==> config.mk <==
export PLATFORM = sky130hd
export DESIGN_NAME = vga_scan_generator_flat
export DESIGN_NICKNAME = d
export VERILOG_FILES = /design/src/rtl/vga_scan_generator_if.sv /design/src/rtl/vga_scan_generator.sv /design/src/flat_wrapper.sv
export SDC_FILE = /design/constraint.sdc
export NUM_CORES = 1
export LEC_CHECK = 0
export ABC_AREA = 1
export CAP_MARGIN = 20
export CELL_PAD_IN_SITES_DETAIL_PLACEMENT = 0
export CELL_PAD_IN_SITES_GLOBAL_PLACEMENT = 2
export CORE_MARGIN = 2
export CORE_UTILIZATION = 25
export DETAILED_ROUTE_END_ITERATION = 16
export HOLD_SLACK_MARGIN = 0.03
export PLACE_DENSITY_LB_ADDON = 0.1
export SYNTH_ARGS = -nofsm -noshare
export SYNTH_HDL_FRONTEND = slang
export SYNTH_SLANG_ARGS = --single-unit
==> constraint.sdc <==
create_clock -name vga_clk_i -period 2.5 [get_ports vga_clk_i]
set_clock_uncertainty 0.1 [all_clocks]
set_input_delay 0.25 -clock vga_clk_i [delete_from_list [all_inputs] [get_ports vga_clk_i]]
set_output_delay 0.25 -clock vga_clk_i [all_outputs]
set_load 0.02 [all_outputs]
==> src/rtl/vga_scan_generator_if.sv <==
// vga_scan_generator_if: raster position out to the sprite pipeline, RGB back from it
interface vga_scan_generator_if;
    logic [31:0] vga_x_pos;
    logic [31:0] vga_y_pos;
    logic [23:0] rgb;
    modport master (output vga_x_pos, vga_y_pos, input rgb);
    modport slave (input vga_x_pos, vga_y_pos, output rgb);
endinterface

==> src/rtl/vga_scan_generator.sv <==
// vga_scan_generator: VGA raster timing with sync/blank delayed to line up with the pipeline's RGB
module vga_scan_generator #(
    parameter int H_ACTIVE = 640,
    parameter int H_FP     = 16,
    parameter int H_SYNC   = 96,
    parameter int H_BP     = 48,
    parameter int V_ACTIVE = 480,
    parameter int V_FP     = 10,
    parameter int V_SYNC   = 2,
    parameter int V_BP     = 33,
    parameter int PIPE_LAT = 2
) (
    input  logic                        vga_clk_i,
    input  logic                        rst_ni,
    vga_scan_generator_if.master        pix_if,
    output logic [7:0]                  R_o,
    output logic [7:0]                  G_o,
    output logic [7:0]                  B_o,
    output logic                        hsync_o,
    output logic                        vsync_o,
    output logic                        blank_no,
    output logic                        sync_no,
    output logic                        frame_start_o,
    output logic                        vblank_o
);
    localparam int H_TOTAL = H_ACTIVE + H_FP + H_SYNC + H_BP;
    localparam int V_TOTAL = V_ACTIVE + V_FP + V_SYNC + V_BP;
    localparam int HW = $clog2(H_TOTAL);
    localparam int VW = $clog2(V_TOTAL);
    localparam logic [HW-1:0] H_MAX  = HW'(H_TOTAL - 1);
    localparam logic [HW-1:0] H_ACT  = HW'(H_ACTIVE);
    localparam logic [HW-1:0] HS_BEG = HW'(H_ACTIVE + H_FP);
    localparam logic [HW-1:0] HS_END = HW'(H_ACTIVE + H_FP + H_SYNC - 1);
    localparam logic [VW-1:0] V_MAX  = VW'(V_TOTAL - 1);
    localparam logic [VW-1:0] V_ACT  = VW'(V_ACTIVE);
    localparam logic [VW-1:0] VS_BEG = VW'(V_ACTIVE + V_FP);
    localparam logic [VW-1:0] VS_END = VW'(V_ACTIVE + V_FP + V_SYNC - 1);
    logic [HW-1:0] h_q, h_d;
    logic [VW-1:0] v_q, v_d;
    logic [23:0]   rgb_q;
    logic          hsync_q, vsync_q, blank_q, frame_start_q, vblank_q;
    // {active, hs, vs} straight from the counters, and after the latency-matching delay
    logic [2:0]    term, tap;
    always_comb begin
        h_d  = (h_q == H_MAX) ? '0 : h_q + 1'b1;
        v_d  = (h_q != H_MAX) ? v_q : (v_q == V_MAX) ? '0 : v_q + 1'b1;
        term = {h_q < H_ACT && v_q < V_ACT,
                h_q >= HS_BEG && h_q <= HS_END,
                v_q >= VS_BEG && v_q <= VS_END};
    end
    always_ff @(posedge vga_clk_i or negedge rst_ni) begin
        if (!rst_ni) begin
            h_q           <= '0;
            v_q           <= '0;
            rgb_q         <= '0;
            hsync_q       <= 1'b1;
            vsync_q       <= 1'b1;
            blank_q       <= 1'b0;
            frame_start_q <= 1'b0;
            vblank_q      <= 1'b0;
        end else begin
            h_q           <= h_d;
            v_q           <= v_d;
            rgb_q         <= tap[2] ? pix_if.rgb : '0;
            hsync_q       <= ~tap[1];
            vsync_q       <= ~tap[0];
            blank_q       <= tap[2];
            frame_start_q <= h_q == H_MAX && v_q == V_MAX;
            vblank_q      <= v_q >= V_ACT;
        end
    end
    generate
        if (PIPE_LAT > 0) begin : g_dly
            logic [PIPE_LAT-1:0][2:0] dly_q;
            always_ff @(posedge vga_clk_i or negedge rst_ni) begin
                if (!rst_ni) begin
                    dly_q <= '0;
                end else begin
                    dly_q[0] <= term;
                    for (int i = 1; i < PIPE_LAT; i++) dly_q[i] <= dly_q[i-1];
                end
            end
            assign tap = dly_q[PIPE_LAT-1];
        end else begin : g_nodly
            assign tap = term;
        end
    endgenerate
    assign pix_if.vga_x_pos = 32'(h_q);
    assign pix_if.vga_y_pos = 32'(v_q);
    assign R_o              = rgb_q[23:16];
    assign G_o              = rgb_q[15:8];
    assign B_o              = rgb_q[7:0];
    assign hsync_o          = hsync_q;
    assign vsync_o          = vsync_q;
    assign blank_no         = blank_q;
    assign sync_no          = 1'b1;
    assign frame_start_o    = frame_start_q;
    assign vblank_o         = vblank_q;
endmodule

==> src/flat_wrapper.sv <==
// flat-port wrapper written by rule: the top's interface ports become plain ports
module vga_scan_generator_flat 
#(
    parameter int H_ACTIVE = 640,
    parameter int H_FP     = 16,
    parameter int H_SYNC   = 96,
    parameter int H_BP     = 48,
    parameter int V_ACTIVE = 480,
    parameter int V_FP     = 10,
    parameter int V_SYNC   = 2,
    parameter int V_BP     = 33,
    parameter int PIPE_LAT = 2
)
  (vga_clk_i, rst_ni, R_o, G_o, B_o, hsync_o, vsync_o, blank_no, sync_no, frame_start_o, vblank_o, pix_if_vga_x_pos, pix_if_vga_y_pos, pix_if_rgb);
  vga_scan_generator_if pix_if_i ();
  input  logic vga_clk_i;
  input  logic rst_ni;
  output logic [7:0] R_o;
  output logic [7:0] G_o;
  output logic [7:0] B_o;
  output logic hsync_o;
  output logic vsync_o;
  output logic blank_no;
  output logic sync_no;
  output logic frame_start_o;
  output logic vblank_o;
  output wire logic [$bits(pix_if_i.vga_x_pos)-1:0] pix_if_vga_x_pos;
  output wire logic [$bits(pix_if_i.vga_y_pos)-1:0] pix_if_vga_y_pos;
  input wire logic [$bits(pix_if_i.rgb)-1:0] pix_if_rgb;
  assign pix_if_vga_x_pos = pix_if_i.vga_x_pos;
  assign pix_if_vga_y_pos = pix_if_i.vga_y_pos;
  assign pix_if_i.rgb = pix_if_rgb;
  vga_scan_generator #(.H_ACTIVE(H_ACTIVE), .H_FP(H_FP), .H_SYNC(H_SYNC), .H_BP(H_BP), .V_ACTIVE(V_ACTIVE), .V_FP(V_FP), .V_SYNC(V_SYNC), .V_BP(V_BP), .PIPE_LAT(PIPE_LAT)) u_core (.vga_clk_i(vga_clk_i), .rst_ni(rst_ni), .pix_if(pix_if_i), .R_o(R_o), .G_o(G_o), .B_o(B_o), .hsync_o(hsync_o), .vsync_o(vsync_o), .blank_no(blank_no), .sync_no(sync_no), .frame_start_o(frame_start_o), .vblank_o(vblank_o));
endmodule
# == After elaboration in Yosys (flattened, before gate mapping) ==
# Index checks and enable logic that the tools add are counted.
# classes
bitwise,2
n_addsub,2
order_cmp,7
n_reduce_logical,4
mux,3
n_eq_ne,3
# ops
op,count
$mux 24,1
$add 10x1->10 const B,2
$eq 10x10->1 const B,2
$ge 10x9->1 const B,2
$mux 10,2
$ge 10x10->1 const B,1
$le 10x10->1 const B,1
$le 10x9->1 const B,1
$lt 10x10->1 const B,1
$lt 10x9->1 const B,1
$ne 10x10->1 const B,1
$logic_and 1x1->1,4
$not 1->1,2
# word_totals
output_inout_bits,94
ff_bits,55

# == Logic depth before layout (Yosys ltp) ==
# depth
depth_word,2
depth_mapped,9

# == Worst setup path before layout ==
# Ideal clock, no wire load.
# synth_timing
kind,register to register
from,register u_core.h_q[0]
to,register u_core.v_q[0]
path_buffers,1
arrival_ns,1.358
t_required_ns,2.272
period_less_slack_ns,1.586
slack_ns,0.914
path_stages_with_launch,8
cell_sequence,dfrtp_1 ha_1 nand2_2 nor2_4 nand2_4 nor2_8 buf_8 o21ai_0
# synth_via
elab_chain_cells,1
# synth_rtl
element,line_no,source
"start, declared",vga_scan_generator.sv:38,"logic [HW-1:0] h_q, h_d;"
"start signal, assigned",vga_scan_generator.sv:53,h_q <= '0;
"start signal, assigned",vga_scan_generator.sv:62,h_q <= h_d;
$ne 10x10->1,vga_scan_generator.sv:46,v_d = (h_q != H_MAX) ? v_q : (v_q == V_MAX) ? '0 : v_q + 1'b1;
"end signal, assigned",vga_scan_generator.sv:63,v_q <= v_d;
"end, declared",vga_scan_generator.sv:39,"logic [VW-1:0] v_q, v_d;"
# No other way between the ends.
# A chain may end at the register's enable or synchronous reset.

# == Worst setup path after layout ==
# layout_timing
from,register u_core.v_q[6]
to,output pix_if_vga_y_pos[6]
# layout_rtl
element,line_no,source
"end, declared",flat_wrapper.sv:28,output wire logic [$bits(pix_if_i.vga_y_pos)-1:0] pix_if_vga_y_pos;
# No word-level cell between the ends.

==> results.txt <==
The run finished with clean final reports. The worst setup path is of the reg2out kind. After clock tree synthesis, the setup repair step added 0 buffers. The part of the cycle the worst path needs works out to 72.92%. The library cell contributing the largest single delay on the critical path is clkdlybuf4s50_1.

The tools report the setup-violating endpoint count in the final report as 0. Summed over all nets, the half-perimeter wirelength after detailed placement is 4082 um. Across the run, the number of max-cap violations was 0. Dividing total power by cell area gives a power density of 469.4 mW/mm^2. The synthesized-area fraction occupied by xor and xnor cells is 2.000%. After global routing the overflow that remains totals 0. The maximum clock frequency was 0.5485 GHz; the all-layer global routing usage was 10.36%.

The worst setup path is captured at an output port. Dividing the detail-routed via count by the number of cells gives 3.642. After synthesis, the share of cell area in mux cells is 0%.

The area after detailed placement came out at 0.003349 sq mm. Cell count after placement: 500. By area, the combinational part of the netlist is dominated by buffers and inverters.

The total I/O pin count came out at 120. The aggregate negative setup slack was 0 ps; the antenna diode instance count was 0. Setup repair after global routing left no endpoint under its margin. The detailed router finished its first iteration with 76 violations. The synthesized flop and latch total was 55; the number of clock buffers inserted by TritonCTS was 5. The number of enable-type register cells in the synthesized netlist is 0, and the multi-input logic area is 862.1 sq um.

Detailed routing inserted a total of 1854 vias. The number of distinct library cell variants in the gate-level netlist after synthesis is 27, and the netlist area before placement is 0.002628 sq mm. The buffer and inverter count on the worst path was 1; the arrival time at the worst endpoint was 1470 ps. After routing the design area is 0.003448 sq mm.

The tightest min-delay check is of the reg2reg type. The fill cell instance count of the final layout came out at 1111. In the synthesized netlist the dominant register cell turns out to be dfrtp_1. The first global-routing pass estimated 9280 um of wire. The count of final hold-check violations was 0. Cells with a size suffix above 1 make up 5.362% of the layout. TritonCTS built the clock tree.

After synthesis, the cell types taking the most area are dfrtp_1 (50%), buf_4 (13%), nand2_1 (8.7%). The Yosys step of the flow raised 0 warnings. The tools report the post-cts sizing count as 0. The maximum level of the CTS H-tree is 2, and the leakage dissipation is 1.788 nW.

The residual DRC count was 0. The floorplan has 37 rows. In this run the standard cell core region covers 0.01028 sq mm. The combined flip-flop and latch cell area was 0.001379 sq mm.

The number of antenna violations at the first check in global routing came out at 0. The first detailed-routing pass ran for 4 iterations. Measured in cells, the most critical reg-to-reg path has a length of 8. The synthesized netlist devotes 19.14% of its cell area to simple gates. The run gives 55 as the number of clock sinks. The fraction of the mapped netlist area in compound gates was 2.857%; the number of nets in the layout was 403. The commonest cells after synthesis are nand2_1 (61), dfrtp_1 (53), inv_1 (49). The cell sitting at the root of the clock tree is a clkbuf_8. After the flow finishes, the layout carries non-filler instances totaling 509.

The share of the Yosys chip area taken by registers is 52.48%. The floorplan step set the die height to 106.5 um. Clock-pin slew was measured on the worst setup and hold paths at 100 ps. Number of hold-repair buffers added at the cts stage: 1. The number of logic stages on the critical path including buffering was 1. The initial utilization of the core area, before any placement, comes to 25.57%. Routability-driven placement congestion ratio: 0.6952. The clock passes through at most 2 buffers. Leading cell type by number of instances after synthesis: nand2_1.

On the final layout, the worst hold slack is 253.4 ps. The via count of the first global-routing pass came out at 1826. The cell class contributing the biggest share of worst-path delay was buffers and inverters. In this run the tightest slew margin relative to its limit is 45.47%.

The floorplan step defined a die boundary enclosing 0.01135 sq mm. Subtracting the final worst setup slack from the clock period gives 1823 ps. Entering global routing, the biggest net connects 26 pins.

For the worst setup path, the data required time is 2150 ps. The worst-skew pair later-pin latency is 310 ps, and the horizontal die dimension is 106.5 um. Walking the worst path, the cells encountered are clkdlybuf4s50_1.

The mean routed wirelength per cell is 11.06 um. The count of buffers inserted at the top-level ports was 74; the maximum ir drop on the vdd rail was 0.2013 mV. For the pin with the worst max-slew slack, the measured transition is 817.9 ps.

The count of final max-slew check failures is 0, and the post-detailed-routing wire length is 5630 um. Counting flops with an async set or reset pin after synthesis yields a share of 100.0%. Synthesis produced a netlist whose cell count is 293.

The synthesized netlist devotes 2.381% of its cell area to adder and majority cells. Each instance of the synthesized netlist takes up on average 8.968 sq um. Cell type with the largest total area after synthesis: dfrtp_1.

The share of synthesized area in the top cell type comes to 50.48%. STA classifies the critical path startpoint as a flop. In this design, the stage delay of the slowest critical-path cell is 660 ps. In this run the worst path has a maximum fanout of 7.

The synthesis-to-finish area growth is 31.24%. The number of cells on the worst hold path was 1; the number of nets with antenna violations after routing was 0.
-- cells in the final DEF (no fill, tap or decap), drive strengths merged, types with 2 or more instances in the layout --
cell type	n
buf	3
inv	51
nor2	29
ha	5
clkdlybuf4s50	73
nand2	64
nand4	6
clkbuf	6
dfrtp	53
a21oi	5
dfstp	2
o21ai	7
nand3	10
conb	45
xor2	6
-- power by group --
part	internal (mW)	leakage, nW	switching [mW]
clock	0.202	0.0418	0.303
sequential	0.908	0.676	0.00456
combinational	0.0757	1.07	0.125
total	1.19	1.79	0.432
-- cell families (layout without fill, tap and decap cells) --
logic type                 Yosys count  in the layout
buffers and inverters               98            135
DFF                                 55             55
other                                2             45
xor gates and xnor gates             6              6
AOI/OAI and AO/OA                   14             14
adders and majority gates            5              5
and+or+nand+nor                    113            113
-- metal layers --
layer / up-vias / GRT usage, % / wire (um)
met1: 826 / 15.16 / 2868
li1: 943 / - / -
met2: 78 / 14.88 / 2263
met5: - / 0 / 0
met3: 7 / 2.943 / 443
met4: 0 / 2.783 / 55
-- layout make-up --
cell class,instances,area share (%)
Sequential cell,55,39.99
Multi-Input combinational cell,183,25.00
Timing Repair Buffer,77,22.06
Inverter,50,5.443
Tap cell,136,4.935
Clock buffer,6,2.104
Clock inverter,2,0.4717
-- state kept, by name, summed over array words and instances, names as in the netlist --
name                  count
u_core.tap                3
u_core.v_q               10
u_core.blank_no           1
u_core.h_q               10
u_core.frame_start_o      1
u_core.vblank_o           1
u_core.g_dly.dly_q        3
u_core.hsync_o            1
u_core.rgb_q             24
u_core.vsync_o            1
-- metrics by stage --
step           utilization [%]  power, mW  setup WS [ps]
3_5_place_dp             32.59      1.131          801.3
5_1_grt                  33.55      1.723          580.5
3_3_place_gp             32.59      1.132          861.7
6_report                 33.55      1.619          676.9
4_1_cts                  33.55      1.656          648.3
2_1_floorplan                -      1.084          914.4
-- path summary, 6_finish.rpt --
path / start / endpoint / slack (ps)
max in group asynchronous: rst_ni / u_core.vsync_o$_DFF_PN1_ / 1240
min in group asynchronous: rst_ni / u_core.rgb_q[7]$_DFF_PN0_ / 360
worst min-delay path: u_core.tap[1]$_DFF_PN0_ / u_core.hsync_o$_DFF_PN1_ / 250
worst max-delay path: u_core.v_q[6]$_DFFE_PN0N_ / pix_if_vga_y_pos[6] / 680
worst min register to register: u_core.tap[1]$_DFF_PN0_ / u_core.hsync_o$_DFF_PN1_ / 250
worst max register to register: u_core.h_q[0]$_DFF_PN0_ / u_core.v_q[7]$_DFFE_PN0N_ / 810
No activity file was read; power rests on OpenSTA's default activity.
